==> config.mk <==
export PLATFORM = sky130hd
export DESIGN_NAME = sd_dma_sched_flat
export DESIGN_NICKNAME = d
export VERILOG_FILES = /design/src/rtl/sd_dma_sched_if.sv /design/src/rtl/sd_dma_sched.sv /design/src/flat_wrapper.sv
export SDC_FILE = /design/constraint.sdc
export NUM_CORES = 2
export LEC_CHECK = 0
export ABC_AREA = 0
export CAP_MARGIN = 0
export CORE_ASPECT_RATIO = 1.1
export CORE_MARGIN = 2
export CORE_UTILIZATION = 45
export DETAILED_ROUTE_END_ITERATION = 16
export GPL_TIMING_DRIVEN = 0
export SETUP_SLACK_MARGIN = 0.15
export SLEW_MARGIN = 0
export SYNTH_ARGS = -nofsm -noshare
export SYNTH_HDL_FRONTEND = slang
export SYNTH_SLANG_ARGS = --single-unit
==> constraint.sdc <==
create_clock -name clk -period 23.3 [get_ports clk]
set_input_delay 5.825 -clock clk [delete_from_list [all_inputs] [get_ports clk]]
set_output_delay 5.825 -clock clk [all_outputs]
set_load 0.1 [all_outputs]
==> src/rtl/sd_dma_sched_if.sv <==
// Memory write port of the SD DMA scheduler: address-incrementing
// valid/ready beats carrying one 32-bit word each.
interface sd_dma_sched_if;
    logic        m_valid;
    logic [31:0] m_addr;
    logic [31:0] m_data;
    logic        m_ready;

    modport master (
        output m_valid,
        output m_addr,
        output m_data,
        input  m_ready
    );

    modport slave (
        input  m_valid,
        input  m_addr,
        input  m_data,
        output m_ready
    );
endinterface

==> src/rtl/sd_dma_sched.sv <==
// SD-card DMA transfer scheduler: sequences the sector-read engine, packs
// halfwords into words, buffers {addr,data} in a FIFO and drains it to memory.
module sd_dma_sched #(
    parameter int FIFO_DEPTH = 16
) (
    input  logic        clk,
    input  logic        rst_n,
    input  logic        cfg_start,
    input  logic        cfg_abort,
    input  logic [31:0] cfg_sec_addr,
    input  logic [16:0] cfg_sec_num,
    input  logic [31:0] cfg_dst_addr,
    input  logic        irq_clr,
    output logic        busy,
    output logic        done,
    output logic        irq,
    output logic        aborted,
    output logic        err_ovf,
    output logic        rd_start,
    output logic [31:0] rd_sec_addr,
    output logic [16:0] rd_sec_num,
    input  logic        rd_wr_en,
    input  logic [15:0] rd_wr_data,
    input  logic        rd_wr_last,
    sd_dma_sched_if.master mem
);
    localparam int AW = $clog2(FIFO_DEPTH);
    localparam logic [AW:0] PTR_ONE = (AW+1)'(1);
    localparam logic [AW:0] PTR_FULL = (AW+1)'(FIFO_DEPTH);

    typedef enum logic [1:0] {
        ST_IDLE  = 2'd0,
        ST_RUN   = 2'd1,
        ST_DRAIN = 2'd2,
        ST_DONE  = 2'd3
    } state_t;

    state_t      state_r;
    logic [31:0] sec_addr_r;
    logic [16:0] sec_num_r;
    logic [31:0] dst_r;
    logic [23:0] total_r;
    logic [23:0] push_idx_r;
    logic [15:0] half_r;
    logic        half_vld_r;
    logic        abort_r;
    logic        busy_r;
    logic        done_r;
    logic        irq_r;
    logic        aborted_r;
    logic        err_ovf_r;
    logic        rd_start_r;
    logic        m_valid_r;
    logic [31:0] m_addr_r;
    logic [31:0] m_data_r;
    logic [63:0] fifo_mem_r [FIFO_DEPTH];
    logic [AW:0] wptr_r;
    logic [AW:0] rptr_r;

    logic [AW:0] fifo_cnt_s;
    logic        fifo_empty_s;
    logic        fifo_full_s;
    logic        slot_free_s;
    logic        half_fire_s;
    logic        push_s;
    logic        pop_en_s;
    logic        pop_s;
    logic        wr_ok_s;
    logic        ovf_s;
    logic [23:0] push_idx_nxt_s;
    logic [31:0] push_addr_s;
    logic [63:0] head_s;

    // Datapath decisions for this cycle; an abort pulse blocks both push and pop
    always_comb begin
        fifo_cnt_s     = wptr_r - rptr_r;
        fifo_empty_s   = (fifo_cnt_s == '0);
        fifo_full_s    = (fifo_cnt_s == PTR_FULL);
        slot_free_s    = !m_valid_r || mem.m_ready;
        half_fire_s    = (state_r == ST_RUN) && !cfg_abort && rd_wr_en;
        push_s         = half_fire_s && half_vld_r;
        pop_en_s       = ((state_r == ST_RUN) || (state_r == ST_DRAIN)) && !abort_r && !cfg_abort;
        pop_s          = pop_en_s && !fifo_empty_s && slot_free_s;
        wr_ok_s        = push_s && (!fifo_full_s || pop_s);
        ovf_s          = push_s && fifo_full_s && !pop_s;
        push_idx_nxt_s = push_idx_r + (push_s ? 24'd1 : 24'd0);
        push_addr_s    = dst_r + {6'd0, push_idx_r, 2'b00};
        head_s         = fifo_mem_r[rptr_r[AW-1:0]];
    end

    // FIFO storage; second halfword lands in [31:16]
    always_ff @(posedge clk) begin
        if (wr_ok_s) begin
            fifo_mem_r[wptr_r[AW-1:0]] <= {push_addr_s, rd_wr_data, half_r};
        end
    end

    // Transfer FSM, FIFO pointers, memory port and status registers
    always_ff @(posedge clk) begin
        if (!rst_n) begin
            state_r    <= ST_IDLE;
            sec_addr_r <= 32'd0;
            sec_num_r  <= 17'd0;
            dst_r      <= 32'd0;
            total_r    <= 24'd0;
            push_idx_r <= 24'd0;
            half_r     <= 16'd0;
            half_vld_r <= 1'b0;
            abort_r    <= 1'b0;
            busy_r     <= 1'b0;
            done_r     <= 1'b0;
            irq_r      <= 1'b0;
            aborted_r  <= 1'b0;
            err_ovf_r  <= 1'b0;
            rd_start_r <= 1'b0;
            m_valid_r  <= 1'b0;
            m_addr_r   <= 32'd0;
            m_data_r   <= 32'd0;
            wptr_r     <= '0;
            rptr_r     <= '0;
        end else begin
            done_r <= 1'b0;
            if (irq_clr) begin
                irq_r <= 1'b0;
            end
            if (wr_ok_s) begin
                wptr_r <= wptr_r + PTR_ONE;
            end
            if (pop_s) begin
                rptr_r    <= rptr_r + PTR_ONE;
                m_valid_r <= 1'b1;
                m_addr_r  <= head_s[63:32];
                m_data_r  <= head_s[31:0];
            end else if (mem.m_ready) begin
                m_valid_r <= 1'b0;
            end
            case (state_r)
                ST_IDLE: begin
                    if (cfg_start) begin
                        sec_addr_r <= cfg_sec_addr;
                        sec_num_r  <= cfg_sec_num;
                        dst_r      <= {cfg_dst_addr[31:2], 2'b00};
                        total_r    <= {cfg_sec_num, 7'd0};
                        push_idx_r <= 24'd0;
                        half_vld_r <= 1'b0;
                        abort_r    <= 1'b0;
                        aborted_r  <= 1'b0;
                        err_ovf_r  <= 1'b0;
                        busy_r     <= 1'b1;
                        if (cfg_sec_num != 17'd0) begin
                            state_r    <= ST_RUN;
                            rd_start_r <= 1'b1;
                        end else begin
                            state_r <= ST_DONE;
                            done_r  <= 1'b1;
                            irq_r   <= 1'b1;
                        end
                    end
                end
                ST_RUN: begin
                    if (cfg_abort) begin
                        abort_r    <= 1'b1;
                        rd_start_r <= 1'b0;
                        state_r    <= ST_DRAIN;
                    end else begin
                        if (half_fire_s) begin
                            half_r     <= rd_wr_data;
                            half_vld_r <= !half_vld_r;
                        end
                        push_idx_r <= push_idx_nxt_s;
                        if (ovf_s) begin
                            err_ovf_r <= 1'b1;
                        end
                        // Engine says "all read": a short count is reported as overflow
                        if (rd_wr_last) begin
                            rd_start_r <= 1'b0;
                            state_r    <= ST_DRAIN;
                            if (push_idx_nxt_s != total_r) begin
                                err_ovf_r <= 1'b1;
                            end
                        end
                    end
                end
                ST_DRAIN: begin
                    if (abort_r || cfg_abort) begin
                        abort_r <= 1'b1;
                        rptr_r  <= wptr_r;
                        if (slot_free_s) begin
                            state_r   <= ST_DONE;
                            done_r    <= 1'b1;
                            irq_r     <= 1'b1;
                            aborted_r <= 1'b1;
                        end
                    end else if (fifo_empty_s && slot_free_s) begin
                        state_r <= ST_DONE;
                        done_r  <= 1'b1;
                        irq_r   <= 1'b1;
                    end
                end
                ST_DONE: begin
                    state_r    <= ST_IDLE;
                    busy_r     <= 1'b0;
                    half_vld_r <= 1'b0;
                    abort_r    <= 1'b0;
                    irq_r      <= 1'b1;
                end
                default: begin
                    state_r    <= ST_IDLE;
                    busy_r     <= 1'b0;
                    rd_start_r <= 1'b0;
                end
            endcase
        end
    end

    assign busy        = busy_r;
    assign done        = done_r;
    assign irq         = irq_r;
    assign aborted     = aborted_r;
    assign err_ovf     = err_ovf_r;
    assign rd_start    = rd_start_r;
    assign rd_sec_addr = sec_addr_r;
    assign rd_sec_num  = sec_num_r;
    assign mem.m_valid = m_valid_r;
    assign mem.m_addr  = m_addr_r;
    assign mem.m_data  = m_data_r;
endmodule

==> src/flat_wrapper.sv <==
// flat-port wrapper written by rule: the top's interface ports become plain ports
module sd_dma_sched_flat 
#(
    parameter int FIFO_DEPTH = 16
)
  (clk, rst_n, cfg_start, cfg_abort, cfg_sec_addr, cfg_sec_num, cfg_dst_addr, irq_clr, busy, done, irq, aborted, err_ovf, rd_start, rd_sec_addr, rd_sec_num, rd_wr_en, rd_wr_data, rd_wr_last, mem_m_valid, mem_m_addr, mem_m_data, mem_m_ready);
  sd_dma_sched_if mem_i ();
  input  logic clk;
  input  logic rst_n;
  input  logic cfg_start;
  input  logic cfg_abort;
  input  logic [31:0] cfg_sec_addr;
  input  logic [16:0] cfg_sec_num;
  input  logic [31:0] cfg_dst_addr;
  input  logic irq_clr;
  output logic busy;
  output logic done;
  output logic irq;
  output logic aborted;
  output logic err_ovf;
  output logic rd_start;
  output logic [31:0] rd_sec_addr;
  output logic [16:0] rd_sec_num;
  input  logic rd_wr_en;
  input  logic [15:0] rd_wr_data;
  input  logic rd_wr_last;
  output wire logic [$bits(mem_i.m_valid)-1:0] mem_m_valid;
  output wire logic [$bits(mem_i.m_addr)-1:0] mem_m_addr;
  output wire logic [$bits(mem_i.m_data)-1:0] mem_m_data;
  input wire logic [$bits(mem_i.m_ready)-1:0] mem_m_ready;
  assign mem_m_valid = mem_i.m_valid;
  assign mem_m_addr = mem_i.m_addr;
  assign mem_m_data = mem_i.m_data;
  assign mem_i.m_ready = mem_m_ready;
  sd_dma_sched #(.FIFO_DEPTH(FIFO_DEPTH)) u_core (.clk(clk), .rst_n(rst_n), .cfg_start(cfg_start), .cfg_abort(cfg_abort), .cfg_sec_addr(cfg_sec_addr), .cfg_sec_num(cfg_sec_num), .cfg_dst_addr(cfg_dst_addr), .irq_clr(irq_clr), .busy(busy), .done(done), .irq(irq), .aborted(aborted), .err_ovf(err_ovf), .rd_start(rd_start), .rd_sec_addr(rd_sec_addr), .rd_sec_num(rd_sec_num), .rd_wr_en(rd_wr_en), .rd_wr_data(rd_wr_data), .rd_wr_last(rd_wr_last), .mem(mem_i));
endmodule
==> results by group <==
Status
  • Outcome: complete, no violations

Min path
  • Hold WC Path Type: reg2reg
  • Worst hold path depth: 2

Synthesis
  • Synth area leader: edfxtp_1
  • Cell with the most instances after synthesis: edfxtp_1
  • Share of the synthesized area in the top cell type: 63.2%
  • Synthesis warning total: 0
  • Ys async rst share: 0%
  • Post-synth top flop: edfxtp_1
  • Most frequent cells after synthesis: edfxtp_1, nand2_1, mux4_2
  • Cell variety after synth: 72
  • Area contributors post-synth: edfxtp_1, mux4_2, dfxtp_1
  • Number of flops mapped to enable cells by yosys: about 990
  • Gate Count Post-Synth: 2686
  • Post-Syn Area: 47100 um^2
  • Sequential share of the synthesized area: 71.8%
  • Synth Register Bits: approximately 1200
  • Syn_area_per_cell: 17.5 um^2

Setup path
  • WP data arrival: between 10000 and 15000 ps
  • Worst reg2reg path depth: 15
  • Setup CP Type: in2reg
  • Worst EP required: 23880 ps
  • Critical Path Source Type: input pin
  • Critical Path Sink Type: flop
  • Crit Path Max Fanout: 10

GRT
  • Initial antenna violation count: 2
  • First-pass GRT wire length: 180000 um
  • Vias in the first global route: 27099
  • Grt ovf: 0
  • Tot GR Track Use: 23.0%
  • Pin count of the biggest net entering global routing: 44

CTS
  • Inserted Clock Buffers: 115
  • CTS Hold Bufs: 0
  • CTS Buffer Depth: 3
  • H-tree levels: 3
  • CTS tree: done
  • Insertion delay to the later sink of the worst-skew pair: roughly 700 ps
  • Root Driver: clkbuf_16
  • Post-CTS Setup Bufs: 0
  • Cts repair resizes: 0
  • Sink Count: between 1000 and 1500
  • Worst-path clk slew: 70 ps

Floorplanning
  • Core footprint: 104000 um^2
  • Starting Density: 45.3%
  • Die area: ~110000 um^2
  • IO Count: between 200 and 250
  • Die Span Y: 343 um
  • Die Wd: approximately 310 um
  • Row count: 124

Finish
  • Share of layout cells above drive strength 1: 18.4%
  • P&R area growth vs syn: 17.6%
  • Number of nets in the layout: 3195

Timing
  • Hold Vio Cnt, Final: 0
  • Final setup viols: 0
  • Max Fclk: 0.100 GHz
  • Fin Setup TNS: 0 ps
  • Tmin final: between 9000 and 10000 ps
  • Slew Limit Headroom: under 10%
  • Measured slew at the worst slew-check pin: 1450 ps
  • RSZ-0062 raised after global routing: no
  • Pins Over Slew Limit: 0
  • Worst Skew: 28.9 ps
  • Fin crit share: 42.8%

Power
  • Pwr Total: 0.00594 W
  • Leak: 17.7 nW
  • Pint: 0.00405 W
  • Sw Share: 31.9%
  • Combinational Power Share: a little over a quarter
  • Pwr Density: roughly 110 nW/um^2
  • Seq pwr share: 41.5%
  • NetSw: 0.00190 W
  • Clock Power Share: 31.1%
  • Max IR drop VDD: about 77 uV

Route
  • Initial DRC count: 2604
  • Drc violations: 0
  • Antenna Violating Nets Remaining: 0
  • Drt pass-1 iters: 7
  • Vias: 26132
  • Drt via density: 5.76
  • Wire per inst: 27.3 um
  • WL final: 124000 um

Place
  • DPL Wire Length: ~77000 um
  • Placer Congestion: 0.889
  • I/O Buffers: 219

Job
  • Max-Cap Viols: 0
==> power groups by stage <==
stage	logic, W	clock network, W	registers [W]
after floorplan	0.000829	0	0.00283
after global placement	0.00163	0	0.00251
after detailed placement	0.00165	0	0.00251
after CTS	0.00165	0.00188	0.00247
after global routing	0.00173	0.00196	0.00247
final	0.00163	0.00185	0.00247
==> layer usage <==
layer / global-route usage, % / routed length (um)
met1: 31.0 / 51200
met3: 3.71 / 8230
met5: 0 / 12
met4: 7.34 / 3360
met2: 38.7 / 61000
==> worst max-delay path, cell delays in order <==
cell and delay, ps:
clkdlybuf4s50_1 510, nor2b_1 330, and2_1 170, clkbuf_1 550, nand2_1 210, inv_1 230, ha_1 250, ha_1 170
clkbuf_8 160, nand4_1 170, or4_4 510, or3_1 400, a22oi_1 270, o2111ai_1 170, o311ai_1 460, a21oi_1 120
==> through the flow <==
stage	hold WS [ps]	cell area, um^2	instances	utilization [%]	setup slack (ps)
global placement	444	51100	4292	49.1	4410
detailed placement	446	51600	4315	49.7	12620
finish	456	55400	4534	53.3	13330
floorplan	440	47100	2687	-	11530
CTS	455	55400	4531	53.3	13340
global route	469	55400	4533	53.3	13150
==> state kept, by name, indices dropped and copies added (netlist names) <==
signal / cells
u_core.done: 1
u_core.aborted: 1
u_core.rd_start: 1
u_core.irq: 1
u_core.wptr_r: 5
u_core.half_vld_r: 1
u_core.push_idx_r: 24
u_core.fifo_mem_r: 992
u_core.busy: 1
u_core.mem.m_data: 32
u_core.mem.m_valid: 1
u_core.err_ovf: 1
u_core.dst_r: 30
u_core.rd_sec_addr: 32
u_core.state_r: 2
u_core.rd_sec_num: 17
u_core.half_r: 16
u_core.rptr_r: 5
u_core.abort_r: 1
u_core.mem.m_addr: 30
==> cell usage in the layout (no fill, tap or decap), types with 54 or more instances in the layout <==
cell type | Yosys | layout
nor2_1 | 54 | 54
mux4_2 | 310 | 310
a21oi_1 | 205 | 205
clkbuf_1 | 103 | 128
edfxtp_1 | 992 | 992
nand2_1 | 362 | 362
dfxtp_1 | 202 | 202
clkbuf_16 | 0 | 116
clkdlybuf4s50_1 | 0 | 219
==> area by class of cell <==
class | count | area (um^2)
Sequential cell | 1194 | 33800
Antenna cell | 1 | 2.50
Clock inverter | 68 | 649
Buffer | 150 | 632
Clock buffer | 148 | 3080
Inverter | 22 | 82.6
Fill cell | 8295 | 48500
Tap cell | 1386 | 1730
Timing Repair Buffer | 244 | 2720
Multi-Input combinational cell | 1321 | 12700
==> cells by family after synthesis <==
kind of cell               share of synthesized area, %
xor gates and xnor gates                          0.967
other                                           0.00796
AOI/OAI and AO/OA                                  4.30
and+or+nand+nor                                    5.38
adders and majority gates                          1.13
DFF                                                71.8
buffers and inverters                              1.51
muxes                                              14.9
==> final timing paths <==
path                                from                       end  slack [ps]
hold / removal    u_core.rd_sec_addr[21]    u_core.rd_sec_addr[21]         460
setup / recovery               cfg_abort            u_core.err_ovf       13330
setup reg to reg        u_core.rptr_r[1]  u_core.fifo_mem_r[3][36]       17050
hold reg to reg   u_core.rd_sec_addr[21]    u_core.rd_sec_addr[21]         460
Power figures use the tool's default switching activity.
